--- src/rtl/adpll_ctrl_5bit.sv ---
// Calibration and gain-scheduling controller for the 5-bit ADPLL: SAR coarse
// tuning of the DCO offset, then acquisition/tracking gain control with lock detect.
module adpll_ctrl_5bit #(
  parameter int WIN            = 16,
  parameter int SETTLE         = 8,
  parameter int LOCK_CNT       = 8,
  parameter int LOSS_CNT       = 4,
  parameter int OFFSET_UP_FAST = 1
) (
  input  logic       clk,
  input  logic       reset,
  input  logic       start,
  input  logic       clk_ref,
  input  logic       fb_clk,
  input  logic [4:0] filter_out,
  input  logic       filter_sign,
  input  logic [4:0] alpha_acq,
  input  logic [4:0] beta_acq,
  input  logic [4:0] alpha_trk,
  input  logic [4:0] beta_trk,
  input  logic [4:0] lock_thresh,
  output logic [4:0] dco_offset,
  output logic [4:0] alpha_var,
  output logic [4:0] beta_var,
  output logic       pll_rst,
  output logic       cal_done,
  output logic       locked,
  output logic [2:0] state
);

  typedef enum logic [2:0] {
    IDLE     = 3'd0,
    CAL_SET  = 3'd1,
    CAL_MEAS = 3'd2,
    ACQ      = 3'd3,
    TRACK    = 3'd4
  } state_t;

  localparam logic [6:0] WIN_C       = 7'(WIN);
  localparam logic [7:0] SETTLE_LAST = 8'(SETTLE - 1);
  localparam logic [7:0] LOCK_C      = 8'(LOCK_CNT);
  localparam logic [7:0] LOSS_C      = 8'(LOSS_CNT);
  localparam bit         UP_FAST     = (OFFSET_UP_FAST != 0);

  state_t     state_q;
  logic [2:0] ref_sync, fb_sync;
  logic       ref_p, fb_p;
  logic [7:0] settle_cnt;
  logic       armed;
  logic [6:0] rcnt;
  logic [7:0] fcnt;
  logic [2:0] bit_idx;
  logic [4:0] trial;
  logic [7:0] in_cnt, out_cnt;

  logic [6:0] rcnt_nxt;
  logic [7:0] fcnt_nxt;
  logic       slow, keep, in_good;
  logic [4:0] bit_mask, trial_dec, next_trial;
  logic [7:0] in_nxt, out_nxt;

  // The loop-filter sign is carried for status only and does not steer control.
  logic unused_status;
  assign unused_status = filter_sign;

  assign state = state_q;
  assign ref_p = ref_sync[1] & ~ref_sync[2];
  assign fb_p  = fb_sync[1]  & ~fb_sync[2];

  // Both clocks are asynchronous to clk: two flops to resolve metastability, a third for edge detect.
  always_ff @(posedge clk or posedge reset) begin
    if (reset) begin
      ref_sync <= 3'b000;
      fb_sync  <= 3'b000;
    end else begin
      ref_sync <= {ref_sync[1:0], clk_ref};
      fb_sync  <= {fb_sync[1:0], fb_clk};
    end
  end

  always_comb begin
    rcnt_nxt   = rcnt + {6'd0, ref_p};
    fcnt_nxt   = (fb_p && fcnt != 8'hFF) ? fcnt + 8'd1 : fcnt;
    slow       = (fcnt_nxt <= {1'b0, WIN_C});
    keep       = (slow == UP_FAST);
    bit_mask   = 5'b00001 << bit_idx;
    trial_dec  = keep ? trial : (trial & ~bit_mask);
    next_trial = trial_dec | (bit_mask >> 1);
    in_good    = (filter_out <= lock_thresh);
    in_nxt     = in_cnt + 8'd1;
    out_nxt    = out_cnt + 8'd1;
  end

  always_ff @(posedge clk or posedge reset) begin
    if (reset) begin
      state_q    <= IDLE;
      pll_rst    <= 1'b1;
      dco_offset <= 5'd0;
      alpha_var  <= 5'd0;
      beta_var   <= 5'd0;
      cal_done   <= 1'b0;
      locked     <= 1'b0;
      settle_cnt <= 8'd0;
      armed      <= 1'b0;
      rcnt       <= 7'd0;
      fcnt       <= 8'd0;
      bit_idx    <= 3'd0;
      trial      <= 5'd0;
      in_cnt     <= 8'd0;
      out_cnt    <= 8'd0;
    end else begin
      case (state_q)
        IDLE: begin
          pll_rst <= 1'b1;
          locked  <= 1'b0;
          if (start) begin
            cal_done   <= 1'b0;
            bit_idx    <= 3'd4;
            trial      <= 5'b10000;
            dco_offset <= 5'b10000;
            settle_cnt <= 8'd0;
            state_q    <= CAL_SET;
          end
        end
        CAL_SET: begin
          pll_rst    <= 1'b1;
          dco_offset <= trial;
          if (settle_cnt == SETTLE_LAST) begin
            settle_cnt <= 8'd0;
            armed      <= 1'b0;
            rcnt       <= 7'd0;
            fcnt       <= 8'd0;
            state_q    <= CAL_MEAS;
          end else begin
            settle_cnt <= settle_cnt + 8'd1;
          end
        end
        // The first reference edge only opens the window so it spans whole reference periods.
        CAL_MEAS: begin
          if (!armed) begin
            if (ref_p) armed <= 1'b1;
          end else begin
            rcnt <= rcnt_nxt;
            fcnt <= fcnt_nxt;
            if (rcnt_nxt == WIN_C) begin
              if (bit_idx != 3'd0) begin
                bit_idx    <= bit_idx - 3'd1;
                trial      <= next_trial;
                dco_offset <= next_trial;
                state_q    <= CAL_SET;
              end else begin
                trial      <= trial_dec;
                dco_offset <= trial_dec;
                cal_done   <= 1'b1;
                pll_rst    <= 1'b0;
                alpha_var  <= alpha_acq;
                beta_var   <= beta_acq;
                in_cnt     <= 8'd0;
                out_cnt    <= 8'd0;
                state_q    <= ACQ;
              end
            end
          end
        end
        ACQ: begin
          pll_rst   <= 1'b0;
          locked    <= 1'b0;
          alpha_var <= alpha_acq;
          beta_var  <= beta_acq;
          if (ref_p) begin
            if (!in_good) begin
              in_cnt <= 8'd0;
            end else if (in_nxt == LOCK_C) begin
              in_cnt    <= 8'd0;
              out_cnt   <= 8'd0;
              locked    <= 1'b1;
              alpha_var <= alpha_trk;
              beta_var  <= beta_trk;
              state_q   <= TRACK;
            end else begin
              in_cnt <= in_nxt;
            end
          end
        end
        TRACK: begin
          pll_rst   <= 1'b0;
          locked    <= 1'b1;
          alpha_var <= alpha_trk;
          beta_var  <= beta_trk;
          if (ref_p) begin
            if (in_good) begin
              out_cnt <= 8'd0;
            end else if (out_nxt == LOSS_C) begin
              in_cnt    <= 8'd0;
              out_cnt   <= 8'd0;
              locked    <= 1'b0;
              alpha_var <= alpha_acq;
              beta_var  <= beta_acq;
              state_q   <= ACQ;
            end else begin
              out_cnt <= out_nxt;
            end
          end
        end
        default: state_q <= IDLE;
      endcase
    end
  end

endmodule

--- config.mk ---
export PLATFORM = sky130hd
export DESIGN_NAME = adpll_ctrl_5bit
export DESIGN_NICKNAME = d
export VERILOG_FILES = /design/src/rtl/adpll_ctrl_5bit.sv
export SDC_FILE = /design/constraint.sdc
export NUM_CORES = 1
export LEC_CHECK = 0
export CAP_MARGIN = 40
export CORE_MARGIN = 1.5
export CORE_UTILIZATION = 60
export DETAILED_ROUTE_END_ITERATION = 10
export PLACE_DENSITY = 0.89
export SYNTH_ARGS = -nofsm -noshare
export SYNTH_HDL_FRONTEND = slang
export SYNTH_SLANG_ARGS = --single-unit
export TNS_END_PERCENT = 100
--- constraint.sdc ---
create_clock -name clk -period 5.9 [get_ports clk]
set_input_delay 0.885 -clock clk [delete_from_list [all_inputs] [get_ports clk]]
set_output_delay 0.885 -clock clk [all_outputs]
set_load 0.02 [all_outputs]
## Word level (Yosys, flattened, before mapping)

Cells that the tools add are included.

| word-level totals | value |
|---|---|
| register bits | 75 |
| word-level logic and storage cells | 169 |
| output and inout bits | 21 |
| input port bits | 36 |

| cells by class | value |
|---|---|
| add/sub/neg operators | 6 |
| bitwise gates (word level) | 7 |
| reductions and logical operators | 24 |
| equal/unequal tests | 21 |
| magnitude comparators | 2 |
| muxes and demuxes | 91 |
| shift-type cells | 1 |

Operator list:

| operator | count |
|---|---|
| $mux W8 | 20 |
| $mux W5 | 23 |
| $pmux W8 S3 | 2 |
| $pmux W5 S3 | 3 |
| $mux W3 | 14 |
| $add A8 B1 Y8 const B | 4 |
| $pmux W8 S2 | 2 |
| $ne A2 B2 Y1 const B | 12 |
| $eq A8 B3 Y1 const B | 2 |
| $mux W1 | 16 |
| $reduce_and A4 Y1 | 4 |
| $reduce_and A8 Y1 | 2 |
| $pmux W3 S5 | 1 |
| $reduce_bool A3 Y1 | 5 |
| $mux W7 | 2 |
| $pmux W7 S2 | 1 |
| $pmux W5 S2 | 1 |
| $reduce_and A10 Y1 | 1 |
| $reduce_and A5 Y1 | 2 |
| $eq A8 B4 Y1 const B | 1 |
| $le A8 B5 Y1 const B | 1 |
| $ne A8 B8 Y1 const B | 1 |
| $add A7 B1 Y7 | 1 |
| $eq A7 B5 Y1 const B | 1 |
| 21 further kinds | 30 |

## Longest topological paths before layout

| logic depth | value |
|---|---|
| word-level depth | 11 |
| depth in mapped cells | 12 |
| mapped depth without buffers | 11 |

## Worst setup path before layout

No wires, ideal clock.

| timing | value |
|---|---|
| path type | input -> register |
| start point | input lock_thresh[3] |
| end point | register alpha_var[0] |
| stages on the path | 10 |
| setup slack | 3256 ps |
| arrival | 2526 ps |
| required time | 5782 ps |
| setup time | 118 ps |
| path through | inv_1 > ha_1 > o21a_1 > o22ai_1 > a21o_1 > nand2_1 > o31ai_2 > buf_6 > nor2_1 > a21o_1 |

| on the way | value |
|---|---|
| word-level cells in the longest chain between the ends | 4 |

RTL lines:

| element | line | RTL |
|---|---|---|
| from (decl) | 21 | `input logic [4:0] lock_thresh,` |
| $le A5 B5 Y1 * | 89 | `in_good = (filter_out <= lock_thresh);` |
| $mux W5, on equally long branches | 191, 171 |  |
| $mux W5, on equally long branches | 190, 170 |  |
| $pmux W5 S3 * | 112 | `case (state_q)` |
| to (signal assigned) | 177 | `alpha_var <= alpha_trk;` |
| to (signal assigned) | 188 | `alpha_var <= alpha_trk;` |
| to (signal assigned) | 197 | `alpha_var <= alpha_acq;` |
| to (decl) | 23 | `output logic [4:0] alpha_var,` |

Mark *: on every way between the ends. The rest lies on a longest branch, timed or not.
A chain may end at the register's enable or synchronous reset.

## Final worst setup path

| timing | value |
|---|---|
| start point | register ref_sync[2] |
| end point | register in_cnt[2] |

| on the way | value |
|---|---|
| word-level cells in the longest chain between the ends | 6 |

RTL lines:

| element | line | RTL |
|---|---|---|
| from (decl) | 46 | `logic [2:0] ref_sync, fb_sync;` |
| from (signal assigned) | 76 | `ref_sync <= {ref_sync[1:0], clk_ref};` |
| $not A1 Y1 * | 67 | `assign ref_p = ref_sync[1] & ~ref_sync[2];` |
| $and A1 B1 Y1 * | 67 |  |
| $add A7 B1 Y7 | 82 | `rcnt_nxt = rcnt + {6'd0, ref_p};` |
| $eq A7 B5 Y1 | 145 | `if (rcnt_nxt == WIN_C) begin` |
| $ne A2 B2 Y1 (no source line) | -- |  |
| $reduce_and A8 Y1 (no source line) * | -- |  |
| to (signal assigned) | 181 | `in_cnt <= in_nxt;` |
| to (decl) | 54 | `logic [7:0] in_cnt, out_cnt;` |

Marks and branches as above.

==> qor.csv <==
metric;value;unit
most frequent CP cell;ha_1;
max incr delay on CP;0.69;ns
Clock Power Share;18.6;%
Least-Margin Pin Slew;0.8567;ns
Starting DRT DRC Count;257;
critical path required time;6.19;ns
Worst R2R Setup Slack;2.31;ns
hpwl dp;7.252;mm
max frequency;278.5;MHz
vias after detailed routing;3877;
largest net degree at the start of global routing;54;
total clock sinks;75;
Netlist Area Pre-Place;4400;sq um
fraction of layout instances using a drive strength above 1;6.470;%
Worst VDD drop;0.0001770;V
syn avg cell area;9.092;sq um
part of the power in registers;39.3;%
die width;88.64;microns
# IOs;57;
number of synthesized flops with an enable pin;0;
Die Ht;88.64;microns
synthesized instance count;484;
clock period minus worst slack;3.591;ns
final hold vios;0;
origin of the critical flop-to-flop path;ref_sync[2]$_DFF_PP0_;
final period utilization;60.87;%
maximum root-to-sink buffer count;2;
initial antenna violation count;0;
CP max stage cell;o21ai_1;
Rows;31;
Fill cells;514;
Pre-antenna DRT Iters;5;
class of the worst hold path;reg2reg;
flop and latch count out of synthesis;75;
Clock Skew;0.01002;ns
Synth area leader;dfrtp_1;
CTS Buf Count;9;
Post-synth top flop;dfrtp_1;
via/cell ratio;6.058;
Critical Path, Cell by Cell;nand2b_1, inv_1, ha_1, ha_1, nand3_1, nor3b_1, a31oi_1, o21ai_1, nand3_2, or4b_1, nand2_1;
DRC Markers;0;
Reg clk slew, reported paths;0.07;ns
Post-CTS Hold Buffers;0;
crit end category;flip-flop;
Final nets;589;
Ant. Diodes;0;
CTS root buf;clkbuf_8;
status;finished clean;
Pins Over Slew Limit;0;
total gr overflow;0;
TritonCTS clock tree;done;
overall routing resource usage;27.65;%
wirelength, routed;10.03;mm
Seq/Total Area, Yosys;42.68;%
Post-CTS Resized;0;
postcts setup bufs;0;
Reg2Reg Depth;11;
Non-Filler Instances;640;
crit path capture;in_cnt[2]$_DFFE_PP0P_;
Pwr per Cell Area;383.3;nW/um^2
routed len/inst;15.66;microns
Unique masters post-synth;69;
critical path class;reg2reg;
core area;7176;sq um
Clock H-tree levels;3;
Starting Density;61.33;%
vias in the first global route;3679;
critical path arrival;3.88;ns
first-pass GRT wire length;16.94;mm
Setup TNS;0;ns
final setup fails;0;
cell total after placement;625;
CP startpoint kind;flip-flop;
top cell type's share of synthesized area;42.08;%
Slew Limit Headroom;42.67;%
CP startpoint;ref_sync[2]$_DFF_PP0_;
GP Congestion;0.8115;
warnings from Yosys;0;
worst-path fanout max;11;
reg-to-reg endpoint;in_cnt[2]$_DFFE_PP0P_;
die area;7857;sq um
RSZ-0062 raised after global routing;false;
final core occ;72.71;%
internal power;1187;uW
P_leak;0.002255;uW
Layout Area Growth over Synthesis;18.57;%
logic gate share of total power;42.1;%
syn_nets;536;
ys async rst share;100.0;%
max-cap violations;0;
Antenna Nets Post-Route;0;
I/O Buffers;55;
net switching power;812.7;uW
clk_lat worst skew;0.35;ns
ranking of synthesized cells by area;dfrtp_1, nand2_1, ha_1, mux2i_1, o21ai_0;
sw frac;40.64;%
## logic make-up after synthesis
group,synth area share (%)
AO/OA/AOI/OAI,19.56
XOR/XNOR,1.990
adder cells (fa/ha/maj),4.549
buffers and inverters,3.497
flip-flops,42.68
multiplexers,4.123
AND/OR/NAND/NOR,23.60
## layout make-up
cell class	instances	area, sq um	area share [%]
Multi-Input combinational cell	373	2369	45.40
Sequential cell	75	1878	36.00
Timing Repair Buffer	59	600.6	11.51
Clock buffer	12	135.1	2.590
Tap cell	99	123.9	2.374
Inverter	19	71.32	1.367
Clock inverter	3	40.04	0.7674
## metal layers
metal,global-route usage (%),wire [microns],part of all wire (%)
met1,35.17,4289,43
met2,46.97,5130,51
met3,5.037,410,4.1
met4,10.51,195,1.9
met5,0,0,0
## sequential cells by signal, summed over array words and instances (netlist names)
| signal | cells |
|---|---|
| ref_sync | 3 |
| armed | 1 |
| locked | 1 |
| cal_done | 1 |
| fcnt | 8 |
| bit_idx | 3 |
| pll_rst | 1 |
| beta_var | 5 |
| state | 3 |
| trial | 5 |
| out_cnt | 8 |
| rcnt | 7 |
| dco_offset | 5 |
| in_cnt | 8 |
| settle_cnt | 8 |
| alpha_var | 5 |
| fb_sync | 3 |
## how the worst min path moves through the flow
stage                                      from               endpoint  slack, ns  depth (start not counted)
after floorplan            fb_sync[0]$_DFF_PP0_   fb_sync[1]$_DFF_PP0_       0.33                          0
after global placement    ref_sync[0]$_DFF_PP0_  ref_sync[1]$_DFF_PP0_       0.34                          0
after detailed placement  ref_sync[0]$_DFF_PP0_  ref_sync[1]$_DFF_PP0_       0.34                          0
after CTS                 ref_sync[0]$_DFF_PP0_  ref_sync[1]$_DFF_PP0_       0.36                          0
after global routing       fb_sync[0]$_DFF_PP0_   fb_sync[1]$_DFF_PP0_       0.38                          0
final                     ref_sync[0]$_DFF_PP0_  ref_sync[1]$_DFF_PP0_       0.35                          0
## Yosys cell counts, types with 5 or more instances
master     count
xnor2_1        6
dfrtp_1       74
nor2_1        37
and2_1         6
ha_1          16
o21ai_1       14
mux2i_1       17
and3_1        14
a22o_1         6
a21o_1         8
nand4_1       10
nor2b_1        9
inv_1         19
buf_2          6
o21ai_0       31
nand2b_1       8
clkbuf_1       9
nand3_1       25
o2bb2ai_1      5
nand2_1       55
a21oi_1       28
## power groups by stage
stage | clock network, uW | logic (uW) | registers [uW]
after floorplan | 0 | 518 | 810
after global placement | 0 | 787 | 777
after detailed placement | 0 | 831 | 789
after CTS | 375 | 838 | 781
after global routing | 400 | 929 | 805
final | 373 | 842 | 785
## cells in the final DEF, fill, tap and decap left out, types with 3 or more instances in the layout
master / n
o21ai_1: 14
inv_1: 18
and2b_1: 3
nor3b_2: 3
mux2i_1: 17
nand2_1: 55
a31oi_1: 4
clkdlybuf4s50_1: 55
nor3b_1: 3
ha_1: 16
xor2_1: 4
and3_1: 14
dfrtp_1: 74
o2bb2ai_1: 5
o211ai_1: 4
o21ai_0: 31
and2_1: 6
or2_1: 4
nor3_1: 4
nor2b_1: 9
a22o_1: 6
o31ai_1: 3
o22ai_1: 3
a21oi_1: 28
clkbuf_1: 3
nand2b_1: 8
nand3_1: 25
nor2_1: 37
xnor2_1: 6
clkbuf_8: 9
a21o_1: 8
buf_4: 3
nand4_1: 10
## critical path: cells and delay by family (launching register included)
kind            cells  cell delay [ns]
simple gates        6             1.64
compound gates      2             0.83
fa+ha+maj           2             0.49
flops               1             0.36
buf+inv             1             0.23
## metrics by stage
step	setup slack, ns	cell area [sq um]	power, uW	hold WS [ns]
2_1_floorplan	3.107	4400	1328	0.3312
3_3_place_gp	2.088	5000	1564	0.3354
3_5_place_dp	2.435	5042	1620	0.3395
4_1_cts	2.354	5218	1995	0.3560
5_1_grt	2.015	5218	2134	0.3810
6_report	2.309	5218	2000	0.3547
No activity file was read; power rests on OpenSTA's default activity.
